--- config.mk ---
export PLATFORM = sky130hd
export DESIGN_NAME = fetch_unit
export DESIGN_NICKNAME = d
export VERILOG_FILES = /design/src/rtl/fetch_unit.sv
export SDC_FILE = /design/constraint.sdc
export NUM_CORES = 1
export LEC_CHECK = 0
export CORE_ASPECT_RATIO = 0.5
export CORE_MARGIN = 5
export CORE_UTILIZATION = 44
export CTS_CLUSTER_DIAMETER = 60
export DETAILED_ROUTE_END_ITERATION = 7
export GPL_TIMING_DRIVEN = 0
export PLACE_DENSITY = 0.91
export SETUP_SLACK_MARGIN = 0.1
export SLEW_MARGIN = 20
export SYNTH_ARGS = -nofsm -noshare
export SYNTH_HDL_FRONTEND = slang
export SYNTH_SLANG_ARGS = --single-unit
--- constraint.sdc ---
create_clock -name clk -period 2.4 [get_ports clk]
set_input_delay 0.36 -clock clk [delete_from_list [all_inputs] [get_ports clk]]
set_output_delay 0.36 -clock clk [all_outputs]
set_load 0.02 [all_outputs]
--- src/rtl/fetch_unit.sv ---
// Instruction fetch unit: REQ/WAIT/HOLD handshake with instruction memory, redirect handling.
// Optional misaligned-redirect detection is enabled by defining FETCH_ALIGN_CHECK_EN.
module fetch_unit #(
    parameter logic [31:0] RESET_PC = 32'h0000_0000
) (
    input  logic        clk,
    input  logic        reset,
    output logic        imem_req,
    output logic [31:0] imem_addr,
    input  logic        imem_gnt,
    input  logic        imem_rvalid,
    input  logic [31:0] imem_rdata,
    input  logic        stall,
    input  logic        redirect_valid,
    input  logic [31:0] redirect_pc,
    output logic [31:0] Instr,
    output logic [5:0]  Opcode,
    output logic [31:0] PCPlus4,
`ifdef FETCH_ALIGN_CHECK_EN
    output logic        addr_misaligned,
`endif
    output logic        instr_valid
);

    typedef enum logic [1:0] {
        S_REQ  = 2'd0,
        S_WAIT = 2'd1,
        S_HOLD = 2'd2
    } state_t;

    state_t      state_q, state_d;
    logic [31:0] pc_q, pc_d;
    logic [31:0] instr_q, instr_d;
    logic [31:0] pcplus4_q, pcplus4_d;
    logic        discard_q, discard_d;

    logic        redirect_take;
    logic [31:0] redirect_target;
    logic [31:0] pc_inc;

    // Natural 32-bit overflow gives the required wrap from FFFF_FFFC to 0.
    assign pc_inc = pc_q + 32'd4;

`ifdef FETCH_ALIGN_CHECK_EN
    logic misaligned_q;

    // A misaligned redirect is dropped entirely; fetch carries on at the current PC.
    assign redirect_take   = redirect_valid && (redirect_pc[1:0] == 2'b00);
    assign redirect_target = redirect_pc;

    always_ff @(posedge clk) begin
        if (reset) begin
            misaligned_q <= 1'b0;
        end else if (redirect_valid && (redirect_pc[1:0] != 2'b00)) begin
            misaligned_q <= 1'b1;
        end
    end

    assign addr_misaligned = misaligned_q;
`else
    assign redirect_take   = redirect_valid;
    assign redirect_target = {redirect_pc[31:2], 2'b00};
`endif

    // NOTE: state registers use non-blocking assignments so every flop samples pre-edge values.
    always_ff @(posedge clk) begin
        if (reset) begin
            state_q   <= S_REQ;
            pc_q      <= RESET_PC;
            instr_q   <= '0;
            pcplus4_q <= '0;
            discard_q <= 1'b0;
        end else begin
            state_q   <= state_d;
            pc_q      <= pc_d;
            instr_q   <= instr_d;
            pcplus4_q <= pcplus4_d;
            discard_q <= discard_d;
        end
    end

    // NOTE: every signal gets its hold value first so no path through the case infers a latch.
    always_comb begin
        state_d   = state_q;
        pc_d      = pc_q;
        instr_d   = instr_q;
        pcplus4_d = pcplus4_q;
        discard_d = discard_q;

        unique case (state_q)
            S_REQ: begin
                if (redirect_take) begin
                    pc_d = redirect_target;
                    // A grant in the redirect cycle leaves a response in flight that must be dropped.
                    if (imem_gnt) begin
                        state_d   = S_WAIT;
                        discard_d = 1'b1;
                    end
                end else if (imem_gnt) begin
                    state_d = S_WAIT;
                end
            end
            S_WAIT: begin
                if (redirect_take) begin
                    pc_d = redirect_target;
                    // The in-flight response is either arriving now (drop it) or still to come.
                    if (imem_rvalid) begin
                        state_d   = S_REQ;
                        discard_d = 1'b0;
                    end else begin
                        discard_d = 1'b1;
                    end
                end else if (imem_rvalid) begin
                    if (discard_q) begin
                        state_d   = S_REQ;
                        discard_d = 1'b0;
                    end else begin
                        instr_d   = imem_rdata;
                        pcplus4_d = pc_inc;
                        pc_d      = pc_inc;
                        state_d   = S_HOLD;
                    end
                end
            end
            S_HOLD: begin
                if (redirect_take) begin
                    pc_d    = redirect_target;
                    state_d = S_REQ;
                end else if (!stall) begin
                    state_d = S_REQ;
                end
            end
            default: begin
                state_d = S_REQ;
            end
        endcase
    end

    assign imem_req    = (state_q == S_REQ) && !reset;
    assign imem_addr   = pc_q;
    assign instr_valid = (state_q == S_HOLD) && !reset;
    assign Instr       = instr_q;
    assign Opcode      = instr_q[31:26];
    assign PCPlus4     = pcplus4_q;

endmodule

# == Word-level counts from Yosys, hierarchy flattened ==
# Index checks and enable logic that the tools add are counted.
# classes
reduce_logical,11
n_addsub,1
order_cmp,0
muxes,19
n_mul,0
n_bitwise,2
shifts,0
n_div,0
eq_ne,9
# op_table
operator,n
$mux 32,4
$pmux 32 s2,1
$add 32x3->32 const B,1
$mux 2,7
$reduce_and 4->1,3
$ne 3x3->1 const B,3
$ne 2x2->1 const B,3
$pmux 2 s3,1
$mux 1,5
$reduce_bool 2->1,2
$reduce_and 3->1,1
$eq 2x1->1 const B,1
$eq 2x2->1 const B,1
$logic_and 1x1->1,2
$logic_not 2->1,1
$ne 2x1->1 const B,1
$not 1->1,2
$pmux 1 s2,1
$reduce_or 2->1,1
$logic_not 1->1,1
# word_totals
romBits,0
out_inout_bits,104
mem_bits_rw,0
inputBits,70
latch_bits,0
n_memories,0
register_bits,99

# == Depth between registers and ports, before layout ==
# logic_depth
depth_word,5
mapped_depth,7
mapped_depth_nobuf,6

# == Worst setup path after synthesis ==
# Ideal clock, no wire load.
# synth_path
kind,reg2reg
start,reg pc_q[2] (netlist: imem_addr[2])
end,reg pc_q[30] (netlist: imem_addr[30])
required_time_ns,2.270
arrival_time_ns,1.926
period_less_slack_ns,2.056
setup_slack_ns,0.344
path_stages_with_launch,7
n_path_buf,0
path_cell_list,dfxtp_1 ha_1 nand3_1 or3_4 nor4_4 mux2i_1 o22ai_1
# synth_between
elab_chain_cells,5
# synth_lines
item,line_no,text
"start, declared",32,"logic [31:0] pc_q, pc_d;"
"start signal, assigned",75,pc_q <= pc_d;
$add 32x3->32,42,assign pc_inc = pc_q + 32'd4;
$mux 32,114,if (discard_q) begin
$mux 32,113,end else if (imem_rvalid) begin
$mux 32,104,if (redirect_take) begin
$pmux 32 s2,90,unique case (state_q)
# No other way between the ends. The select of a mux whose other input is x is not followed.
# A chain may end at the register's enable or synchronous reset.

# == Worst setup path after layout ==
# layout_path
start,in redirect_valid
end,reg pc_q[15] (netlist: imem_addr[15])
# layout_between
elab_chain_cells,2
# layout_lines
item,line_no,text
"start, declared",14,"input logic redirect_valid,"
"$ne 3x3->1 (no source line), or another cell as far along",n/a,
$reduce_and 4->1 (no source line) / $pmux 32 s2 (equally long branches),n/a,
# Several ways; a longest one is shown, not always the timed one.

==> results.json <==
{
  "synth_enable_flop_cells": 0,
  "async_flop_share_pct": 0,
  "dp_slack_ns": -0.434,
  "clock-sinks": 95,
  "ant_nets": 0,
  "met2_usage_pct": 41.7,
  "dieArea_um2": 12600,
  "cp_max_fo": 10,
  "synth.most_common_cell": "dfxtp_1",
  "drive_gt1_share_pct": 7.20,
  "yosysWarnings": 0,
  "nets": 816,
  "dieWidth_um": 154,
  "status": "finished clean",
  "finalSetupViolations": 0,
  "cellLeakagePower_nw": 2.34,
  "critPathLaunchType": "input pin",
  "core_um2": 10100,
  "crit_arrival_ns": 2.47,
  "slowest_delay_ns": 0.57,
  "hold_path_class": "register to register",
  "gp_congestion": 0.942,
  "worst_pin_slew_ns": 0.606,
  "hold_ws_ns": 0.458,
  "setup.worst_path.class": "input pin to register",
  "power_mw": 3.99,
  "grtUsageMet3_pct": 7.37,
  "rows": 26,
  "cp-end-kind": "register",
  "area_delta_synth_final_pct": 48.9,
  "wl_per_cell_um": 17.8,
  "cts_tree": "done",
  "fin_ws_ns": 0.149,
  "maxSlewViolCount": 0,
  "synth_top_area_share_pct": 41.9,
  "ctsLongestPathBuffers": 2,
  "antenna_found_initial": 0,
  "final-hold-violation-count": 0,
  "final.setup_skew_ns": 0.00728,
  "drt_wl_total_um": 15900,
  "first_global_vias": 4755,
  "netlist_top_cells_area": "dfxtp_1 (42%), nand2_1 (7.7%), a21oi_1 (5.7%)",
  "grt.met1_usage_pct": 29.4,
  "vdd_drop_max_mv": 0.340,
  "required_ns": 2.62,
  "syn_area_um2": 4540,
  "min_period_ns": 2.25,
  "ys_seq_area_share_pct": 41.9,
  "synthDistinctLibCells": 48,
  "synth-seq-cells": 95,
  "grt-busiest-layer": "met2",
  "grt_max_degree": 18,
  "synth_top_cell_by_area": "dfxtp_1",
  "globalRoute.totalOverflow": 0,
  "cts.hold.buffers_added": 0,
  "maxCapViolCount": 0,
  "r2r_slack_ns": 0.20,
  "power_density_nw_per_um2": 590,
  "grt_pass1_wl_um": 24300,
  "fin_crit_sh_pct": 93.8,
  "htreeDepth": 3,
  "max_freq_ghz": 0.444,
  "num_io_pins": 174,
  "clkLatencyLatePin_ns": 0.35,
  "port_buffers": 166,
  "grtUsageTotal_pct": 24.2,
  "avgViaCountPerCell": 5.53,
  "drc_errors": 0,
  "drtIter0Drc": 503,
  "relSlewSlack_pct": 59.6,
  "num_antenna_cells": 0,
  "synthTopCellsByCount": "dfxtp_1 (95), nand2_1 (93), nor2_1 (69)",
  "dr.pass1.iters": 5,
  "numCtsBuffers": 9,
  "cp_slowest_cell": "clkdlybuf4s50_1",
  "vias": 4922,
  "dominantRegCellSynth": "dfxtp_1",
  "rsz0062_at_grt": "yes",
  "path_cells": "clkdlybuf4s50_1, nand2b_1, clkbuf_1, clkbuf_1, nor2_1, a22o_1, a22oi_1, nor2_1",
  "clkTransAtPathRegs_ns": 0.07,
  "postSynthAreaPerCell_um2": 8.04,
  "start_util_pct": 44.7,
  "die_h_um": 81.8,
  "clockRootBuffer": "clkbuf_16",
  "dp_hpwl_um": 11800,
  "synth_cells": 565
}
==> per-stage QoR <==
stage | TNS, ns | area [um^2] | utilization, % | std cells
after floorplan | 0 | 4550 | - | 568
after global placement | -12.73 | 6390 | 62.9 | 874
after detailed placement | -14.29 | 6390 | 62.9 | 874
after CTS | 0 | 6730 | 66.3 | 890
after global routing | 0 | 6760 | 66.6 | 890
final | 0 | 6760 | 66.6 | 890
==> power by group <==
part           total, mW  switching (mW)  leakage, nW  internal (mW)
registers           1.72          0.0770        0.774           1.64
clock network       1.60           0.667        0.160          0.930
logic              0.675           0.349         1.40          0.326
total               3.99            1.09         2.34           2.90
==> state kept, by name (all words and copies together), names as in the netlist <==
name and cells:
state_q 2, PCPlus4 30, discard_q 1, Instr 32
imem_addr 30
==> cells in the final DEF, fill, tap and decap left out, drive strengths merged, types with 9 or more instances in the layout <==
master / n
xnor2: 19
a211oi: 29
o21ai: 16
clkdlybuf4s50: 166
o22ai: 11
nor3: 14
nand3: 13
a21oi: 52
dfxtp: 95
mux2i: 11
a32oi: 13
buf: 13
xor2: 9
clkbuf: 52
nor2: 69
nand4: 10
nand2: 93
==> per-layer routing <==
metal / wire, um / vias up
met3: 1480 / 36
li1: - / 2340
met5: 0 / -
met2: 7610 / 230
met1: 6420 / 2316
met4: 374 / 0
==> area by class of cell <==
type	instances	area [um^2]
sequential	95	1900
buffer	56	263
clock inverter	7	104
fill	839	3390
inverter	1	3.75
timing repair buffer	166	1660
tap	140	175
multi-input combinational	416	2430
clock buffer	9	225
==> timing repair <==
action,CTS,global route
gates cloned,0,0
setup buffers,0,0
setup endpoints to repair,28,50
resized for setup,5,13
==> worst paths after layout <==
path             startpoint            end  depth (start not counted)
max reg2reg    imem_addr[4]    PCPlus4[27]                          5
max          redirect_valid  imem_addr[15]                          8
min reg2reg        Instr[7]       Instr[7]                          2
min                Instr[7]       Instr[7]                          2
==> worst max-delay path: cells and delay by family <==
kind | cells | cell delay [ns]
compound gates | 2 | 0.37
simple gates | 3 | 0.29
buf+inv | 3 | 1.44
==> cell families (layout without fill, tap and decap cells) <==
group	count (synthesis)	count (layout)	share of synthesized area, %
xor gates and xnor gates	28	28	5.40
buffers and inverters	57	239	5.68
DFF	95	95	41.9
other	1	4	0.0826
muxes	11	11	2.43
and+or+nand+nor	229	229	23.9
adders and majority gates	1	1	0.276
AOI/OAI and AO/OA	143	143	20.4
Power figures use the tool's default switching activity.
